<file path="config.mk">
export PLATFORM = sky130hd
export DESIGN_NAME = nbody_step_scheduler_flat
export DESIGN_NICKNAME = d
export VERILOG_FILES = /design/src/rtl/nbody_step_scheduler_if.sv /design/src/rtl/nbody_step_scheduler.sv /design/src/flat_wrapper.sv
export SDC_FILE = /design/constraint.sdc
export NUM_CORES = 1
export LEC_CHECK = 0
export ABC_AREA = 1
export BUFFER_PORTS_ARGS = -buffer_cell sky130_fd_sc_hd__buf_2
export CAP_MARGIN = 20
export CORE_AREA = 2 2 78 80
export DETAILED_ROUTE_END_ITERATION = 16
export DIE_AREA = 0 0 80 82
export GPL_TIMING_DRIVEN = 1
export PLACE_DENSITY = 0.74
export SYNTH_ARGS = -nofsm -noshare
export SYNTH_HDL_FRONTEND = slang
export SYNTH_SLANG_ARGS = --single-unit
export TNS_END_PERCENT = 5
</file>
<file path="constraint.sdc">
create_clock -name CLK -period 2.4 [get_ports CLK]
set_clock_uncertainty 0.1 [all_clocks]
set_input_delay 0.12 -clock CLK [delete_from_list [all_inputs] [get_ports CLK]]
set_output_delay 0.12 -clock CLK [all_outputs]
set_load 0.01 [all_outputs]
</file>
<file path="src/rtl/nbody_step_scheduler_if.sv">
// rtl/nbody_step_scheduler_if.sv - pair/integrate request handshakes between scheduler and physics datapath
interface nbody_step_scheduler_if #(
  parameter int IDX_W = 4
);
  logic             PAIR_VALID;
  logic             PAIR_READY;
  logic [IDX_W-1:0] PAIR_I;
  logic [IDX_W-1:0] PAIR_J;
  logic             PAIR_DONE;
  logic             INT_VALID;
  logic             INT_READY;
  logic [IDX_W-1:0] INT_IDX;
  logic             INT_DONE;

  modport master (
    output PAIR_VALID, PAIR_I, PAIR_J, INT_VALID, INT_IDX,
    input  PAIR_READY, PAIR_DONE, INT_READY, INT_DONE
  );

  modport slave (
    input  PAIR_VALID, PAIR_I, PAIR_J, INT_VALID, INT_IDX,
    output PAIR_READY, PAIR_DONE, INT_READY, INT_DONE
  );
endinterface

</file>
<file path="src/rtl/nbody_step_scheduler.sv">
// rtl/nbody_step_scheduler.sv - N-body step sequencer: clear, pairwise forces, integrate, drain
// NBODY_SCHED_STATS_EN adds STEP_CYCLES (cycles from accepted START to DONE inclusive).
module nbody_step_scheduler #(
  parameter int MAX_BODIES = 10,
  parameter int IDX_W      = 4,
  parameter int OUT_W      = 7
) (
  input  logic       CLK,
  input  logic       RESET,
  input  logic       START,
  input  logic [6:0] NUM_BODIES,
  output logic       BUSY,
  output logic       DONE,
  output logic       CLR_ACC,
  output logic       ERR,
  nbody_step_scheduler_if.master bus
`ifdef NBODY_SCHED_STATS_EN
  ,
  output logic [31:0] STEP_CYCLES
`endif
);
  typedef enum logic [2:0] {
    S_IDLE, S_CLEAR, S_PAIRS, S_DRAIN_F, S_INTEG, S_DRAIN_I, S_FINISH
  } state_t;

  localparam logic [6:0]       MAX_N   = 7'(MAX_BODIES);
  localparam logic [IDX_W-1:0] IDX_ONE = IDX_W'(1);
  localparam logic [IDX_W-1:0] IDX_TWO = IDX_W'(2);
  localparam logic [OUT_W-1:0] CNT_ONE = OUT_W'(1);

  state_t           state_q, state_d;
  logic [IDX_W-1:0] n_q, n_in;
  logic [IDX_W-1:0] pair_i_q, pair_j_q, int_idx_q;
  logic [OUT_W-1:0] pair_cnt_q, int_cnt_q;
  logic             err_q, done_q;
  logic             pair_acc, int_acc, pair_last, pair_drained, int_drained;

  assign n_in = (NUM_BODIES > MAX_N) ? IDX_W'(MAX_N) : IDX_W'(NUM_BODIES);

  assign bus.PAIR_VALID = (state_q == S_PAIRS);
  assign bus.INT_VALID  = (state_q == S_INTEG);
  assign bus.PAIR_I     = pair_i_q;
  assign bus.PAIR_J     = pair_j_q;
  assign bus.INT_IDX    = int_idx_q;
  assign BUSY           = (state_q != S_IDLE);
  assign CLR_ACC        = (state_q == S_CLEAR);
  assign DONE           = done_q;
  assign ERR            = err_q;

  assign pair_acc  = bus.PAIR_VALID & bus.PAIR_READY;
  assign int_acc   = bus.INT_VALID & bus.INT_READY;
  assign pair_last = (pair_j_q == n_q) && (pair_i_q == n_q - IDX_ONE);
  // Drains exit as soon as the count will be zero next cycle, so a final DONE costs no extra cycle.
  assign pair_drained = (pair_cnt_q == '0) || ((pair_cnt_q == CNT_ONE) && bus.PAIR_DONE);
  assign int_drained  = (int_cnt_q == '0) || ((int_cnt_q == CNT_ONE) && bus.INT_DONE);

  always_ff @(posedge CLK) begin
    if (RESET) state_q <= S_IDLE;
    else       state_q <= state_d;
  end

  always_comb begin
    state_d = state_q;
    case (state_q)
      S_IDLE:    if (START) state_d = S_CLEAR;
      S_CLEAR: begin
        if (n_q >= IDX_TWO)      state_d = S_PAIRS;
        else if (n_q == IDX_ONE) state_d = S_INTEG;
        else                     state_d = S_FINISH;
      end
      S_PAIRS:   if (pair_acc && pair_last) state_d = S_DRAIN_F;
      S_DRAIN_F: if (pair_drained) state_d = S_INTEG;
      S_INTEG:   if (int_acc && (int_idx_q == n_q)) state_d = S_DRAIN_I;
      S_DRAIN_I: if (int_drained) state_d = S_FINISH;
      S_FINISH:  state_d = S_IDLE;
      default:   state_d = S_IDLE;
    endcase
  end

  always_ff @(posedge CLK) begin
    if (RESET) begin
      n_q       <= '0;
      pair_i_q  <= '0;
      pair_j_q  <= '0;
      int_idx_q <= '0;
      done_q    <= 1'b0;
    end else begin
      done_q <= (state_q == S_FINISH);
      if ((state_q == S_IDLE) && START) n_q <= n_in;
      if (state_q == S_CLEAR) begin
        pair_i_q  <= IDX_ONE;
        pair_j_q  <= IDX_TWO;
        int_idx_q <= IDX_ONE;
      end
      // Lexicographic walk over i<j; row wrap restarts J just past the new I.
      if (pair_acc && !pair_last) begin
        if (pair_j_q == n_q) begin
          pair_i_q <= pair_i_q + IDX_ONE;
          pair_j_q <= pair_i_q + IDX_TWO;
        end else begin
          pair_j_q <= pair_j_q + IDX_ONE;
        end
      end
      if (int_acc && (int_idx_q != n_q)) int_idx_q <= int_idx_q + IDX_ONE;
    end
  end

  always_ff @(posedge CLK) begin
    if (RESET) begin
      pair_cnt_q <= '0;
      int_cnt_q  <= '0;
      err_q      <= 1'b0;
    end else begin
      if (pair_acc && !bus.PAIR_DONE) begin
        pair_cnt_q <= pair_cnt_q + CNT_ONE;
      end else if (!pair_acc && bus.PAIR_DONE) begin
        if (pair_cnt_q == '0) err_q <= 1'b1;
        else                  pair_cnt_q <= pair_cnt_q - CNT_ONE;
      end
      if (int_acc && !bus.INT_DONE) begin
        int_cnt_q <= int_cnt_q + CNT_ONE;
      end else if (!int_acc && bus.INT_DONE) begin
        if (int_cnt_q == '0) err_q <= 1'b1;
        else                 int_cnt_q <= int_cnt_q - CNT_ONE;
      end
    end
  end

`ifdef NBODY_SCHED_STATS_EN
  logic [31:0] cyc_q, step_cycles_q;

  always_ff @(posedge CLK) begin
    if (RESET) begin
      cyc_q         <= '0;
      step_cycles_q <= '0;
    end else begin
      if ((state_q == S_IDLE) && START) cyc_q <= 32'd1;
      else if (state_q != S_IDLE)       cyc_q <= cyc_q + 32'd1;
      if (done_q) step_cycles_q <= cyc_q + 32'd1;
    end
  end

  assign STEP_CYCLES = step_cycles_q;
`endif
endmodule

</file>
<file path="src/flat_wrapper.sv">
// flat-port wrapper written by rule: the top's interface ports become plain ports
module nbody_step_scheduler_flat 
#(
  parameter int MAX_BODIES = 10,
  parameter int IDX_W      = 4,
  parameter int OUT_W      = 7
)
  (CLK, RESET, START, NUM_BODIES, BUSY, DONE, CLR_ACC, ERR, bus_PAIR_VALID, bus_PAIR_I, bus_PAIR_J, bus_INT_VALID, bus_INT_IDX, bus_PAIR_READY, bus_PAIR_DONE, bus_INT_READY, bus_INT_DONE);
  nbody_step_scheduler_if #(.IDX_W(IDX_W)) bus_i ();
  input  logic CLK;
  input  logic RESET;
  input  logic START;
  input  logic [6:0] NUM_BODIES;
  output logic BUSY;
  output logic DONE;
  output logic CLR_ACC;
  output logic ERR;
  output wire logic [$bits(bus_i.PAIR_VALID)-1:0] bus_PAIR_VALID;
  output wire logic [$bits(bus_i.PAIR_I)-1:0] bus_PAIR_I;
  output wire logic [$bits(bus_i.PAIR_J)-1:0] bus_PAIR_J;
  output wire logic [$bits(bus_i.INT_VALID)-1:0] bus_INT_VALID;
  output wire logic [$bits(bus_i.INT_IDX)-1:0] bus_INT_IDX;
  input wire logic [$bits(bus_i.PAIR_READY)-1:0] bus_PAIR_READY;
  input wire logic [$bits(bus_i.PAIR_DONE)-1:0] bus_PAIR_DONE;
  input wire logic [$bits(bus_i.INT_READY)-1:0] bus_INT_READY;
  input wire logic [$bits(bus_i.INT_DONE)-1:0] bus_INT_DONE;
  assign bus_PAIR_VALID = bus_i.PAIR_VALID;
  assign bus_PAIR_I = bus_i.PAIR_I;
  assign bus_PAIR_J = bus_i.PAIR_J;
  assign bus_INT_VALID = bus_i.INT_VALID;
  assign bus_INT_IDX = bus_i.INT_IDX;
  assign bus_i.PAIR_READY = bus_PAIR_READY;
  assign bus_i.PAIR_DONE = bus_PAIR_DONE;
  assign bus_i.INT_READY = bus_INT_READY;
  assign bus_i.INT_DONE = bus_INT_DONE;
  nbody_step_scheduler #(.MAX_BODIES(MAX_BODIES), .IDX_W(IDX_W), .OUT_W(OUT_W)) u_core (.CLK(CLK), .RESET(RESET), .START(START), .NUM_BODIES(NUM_BODIES), .BUSY(BUSY), .DONE(DONE), .CLR_ACC(CLR_ACC), .ERR(ERR), .bus(bus_i));
endmodule
</file>
==> results_dict.tcl <==
set metrics [dict create \
    grt_max_degree 20 \
    r2r-start "u_core.state_q[1]" \
    synthSimpleGateAreaFrac_pct 33.04 \
    yosysTopAreaCellShare_pct 27.82 \
    cts_root_buffer "clkbuf_8" \
    syn_area_um2 2519 \
    final_common_cell "nand2_1" \
    wl_per_cell_um 11.60 \
    synth.area.mux_share_pct 0 \
    grt_pass1_wl_mm 9.287 \
    async_reset_ff_share_pct 0 \
    die_area_um2 6560 \
    crit_end "u_core.pair_cnt_q[6]" \
    maxClockFrequency_mhz 461.9 \
    drt_pass1_iterations 4 \
    fillCellCount 607 \
    drive_gt1_share_pct 19.00 \
    path_max_fanout 8 \
    slew_viol_final 0 \
    drcViolationCount 0 \
    cap_viol_max_count 0 \
    die-width_um 80 \
    grt_pass1_vias 2114 \
    drt-total-wl_mm 5.508 \
    antenna_found_initial 0 \
    cp.required_ps 2490 \
    io_pins 32 \
    synth_top_family_by_area "simple AND/OR/NAND/NOR gates" \
    rows 28 \
    hold_depth 3 \
    antenna_cells 0 \
    grt-ovfl-total 0 \
    tightest_slew_ps 596.7 \
    die_height_um 82 \
    areaGrowthSynthToFinish_pct 13.86 \
    slowest_stage "dfxtp_1" \
    hold_path_class "in2reg" \
    r2r-end "u_core.pair_cnt_q[6]" \
    arrival_ps 2250 \
    yosys-top-cells-area "dfxtp_1, nand2_1, ha_1" \
    ir_drop_uv 593.4 \
    cp-start-kind "flop" \
    drt_first_iter_violations 108 \
    cts.path.max_buffers 2 \
    period_needed_ps 2165 \
    nNetsFinal 433 \
    max_stage_delay_ps 370 \
    cpMostUsedCell "nand2_1" \
    dp_hpwl_mm 4.098 \
    synthDistinctLibCells 38 \
    synthXorXnorAreaFrac_pct 6.259 \
    setup.worst_path.start "u_core.state_q[1]" \
    status "complete, no violations" \
    hold_viol_final 0 \
    dp_slack_ps 194.3 \
    crit_chain "inv_1, nor3_4, nand2_2, inv_2, ha_2, inv_1, a21oi_4, nand2_1, nor3_2, nand2_1, nand2_1, nor2_1" \
    synth-adder-area-share_pct 9.439 \
    rsz0062_at_grt "no" \
    syn-instance-count 365 \
    cts_buffers 5 \
    relSlewSlack_pct 60.18 \
    synth_edf_count 0 \
    r2r_slack_ps 240 \
    port_buffers 31 \
    synth-seq-cells 35 \
    worst_skew_pair.late_latency_ps 290 \
    fin_area_um2 2868 \
    setup_slack_ps 235.2 \
    ant_nets 0 \
    syn_nets 398 \
    htree_num_levels 2 \
    worstSetupPathType "reg2reg" \
    yosysSeqAreaShare_pct 27.82 \
    power_density_nw_per_um2 1138 \
    avgViaCountPerCell 4.977 \
    synthFlopType "dfxtp_1" \
    yosysWarnings 0 \
    tritoncts "built" \
    placed_cell_area_um2 2753 \
    setup_tns_ps 0 \
    start_util_pct 43.84 \
    gp_congestion 0.8232 \
    syn_avg_cell_area_um2 6.900 \
    critPathCaptureType "flop" \
    rr_worst_depth 12 \
    clk_pin_slew_ps 70 \
    synth_top_area_cell "dfxtp_1" \
    cts_sinks 35 \
    core-area_um2 5746 \
    fin_crit_sh_pct 90.20 \
    leakage_nw 1.350 \
    num_vias 2364 \
    setup_viol 0 \
    synth_compound_area_share_pct 14.31 \
    grtUsageTotal_pct 17.86 \
    final_cell_mix "nand2_1, inv_1, dfxtp_1" \
    hold_ws_ps 65.44 \
]
synth_stat cells, types with 5 or more instances:
library cell	n
nand2_1	85
inv_1	43
dfxtp_1	35
a21oi_1	26
nor2_1	24
o21ai_0	21
ha_1	19
nand3_1	19
nor3_1	15
xor2_1	11
inv_2	8
nand2_2	7
xnor2_1	7
nor2_2	6
nand4_1	5
worst min-delay path by stage:
stage / start / end
2_1_floorplan: NUM_BODIES[2] / u_core.n_q[2]
3_3_place_gp: NUM_BODIES[2] / u_core.n_q[2]
3_5_place_dp: NUM_BODIES[2] / u_core.n_q[2]
4_1_cts: NUM_BODIES[3] / u_core.n_q[3]
5_1_grt: NUM_BODIES[1] / u_core.n_q[1]
6_report: NUM_BODIES[3] / u_core.n_q[3]
metrics by stage:
stage / utilization [%] / cells / total power, mW
after floorplan: - / 365 / 2.362
after global placement: 47.91 / 467 / 2.707
after detailed placement: 47.91 / 467 / 2.743
after CTS: 49.87 / 475 / 3.288
after global routing: 49.91 / 475 / 3.601
final: 49.91 / 475 / 3.264
critical path, delay by kind of cell, from the launching register on:
family          cells  cell delay (ps)
simple gates        7              740
flops               1              370
buf+inv             3              340
compound gates      1              270
fa+ha+maj           1              240
repair_timing:
item,CTS,global route
resized for setup,0,1
hold endpoints to repair,1,0
hold buffers,1,0
setup buffers,0,0
endpoints found under the setup margin,0,4
cell families (layout without fill, tap and decap cells):
kind of cell / Yosys count / after routing
buf+inv: 58 / 93
compound gates: 61 / 61
xor+xnor: 18 / 18
simple gates: 174 / 174
fa+ha+maj: 19 / 19
flops: 35 / 35
registers in the layout (all words and copies together), names as in the netlist:
name,count
u_core.int_cnt_q,7
u_core.pair_cnt_q,7
u_core.bus.INT_IDX,4
u_core.bus.PAIR_I,4
u_core.bus.PAIR_J,4
u_core.n_q,4
u_core.state_q,3
u_core.DONE,1
u_core.ERR,1
power breakdown:
group / internal (mW) / leakage [nW] / switching (mW) / total, mW
logic: 0.666 / 1.01 / 1.10 / 1.77
registers: 0.753 / 0.287 / 0.217 / 0.970
clock network: 0.305 / 0.0513 / 0.220 / 0.525
cell type report:
class	count	area (um^2)	share of cell area [%]
clock buffers	6	72.57	2.531
clock inverters	1	30.03	1.047
inverters	52	200.2	6.981
multi-input cells	272	1590	55.45
flip-flops and latches	35	700.7	24.43
well taps	75	93.84	3.272
repair buffers	34	180.2	6.283
metal layers:
| layer | vias up | routed length [um] | track usage, % |
|---|---|---|---|
| met5 | - | 0 | 0 |
| met3 | 4 | 183 | 3.297 |
| li1 | 1257 | - | - |
| met2 | 40 | 2566 | 29.67 |
| met1 | 1063 | 2696 | 23.18 |
| met4 | 0 | 61 | 6.441 |
Power figures use the tool's default switching activity.
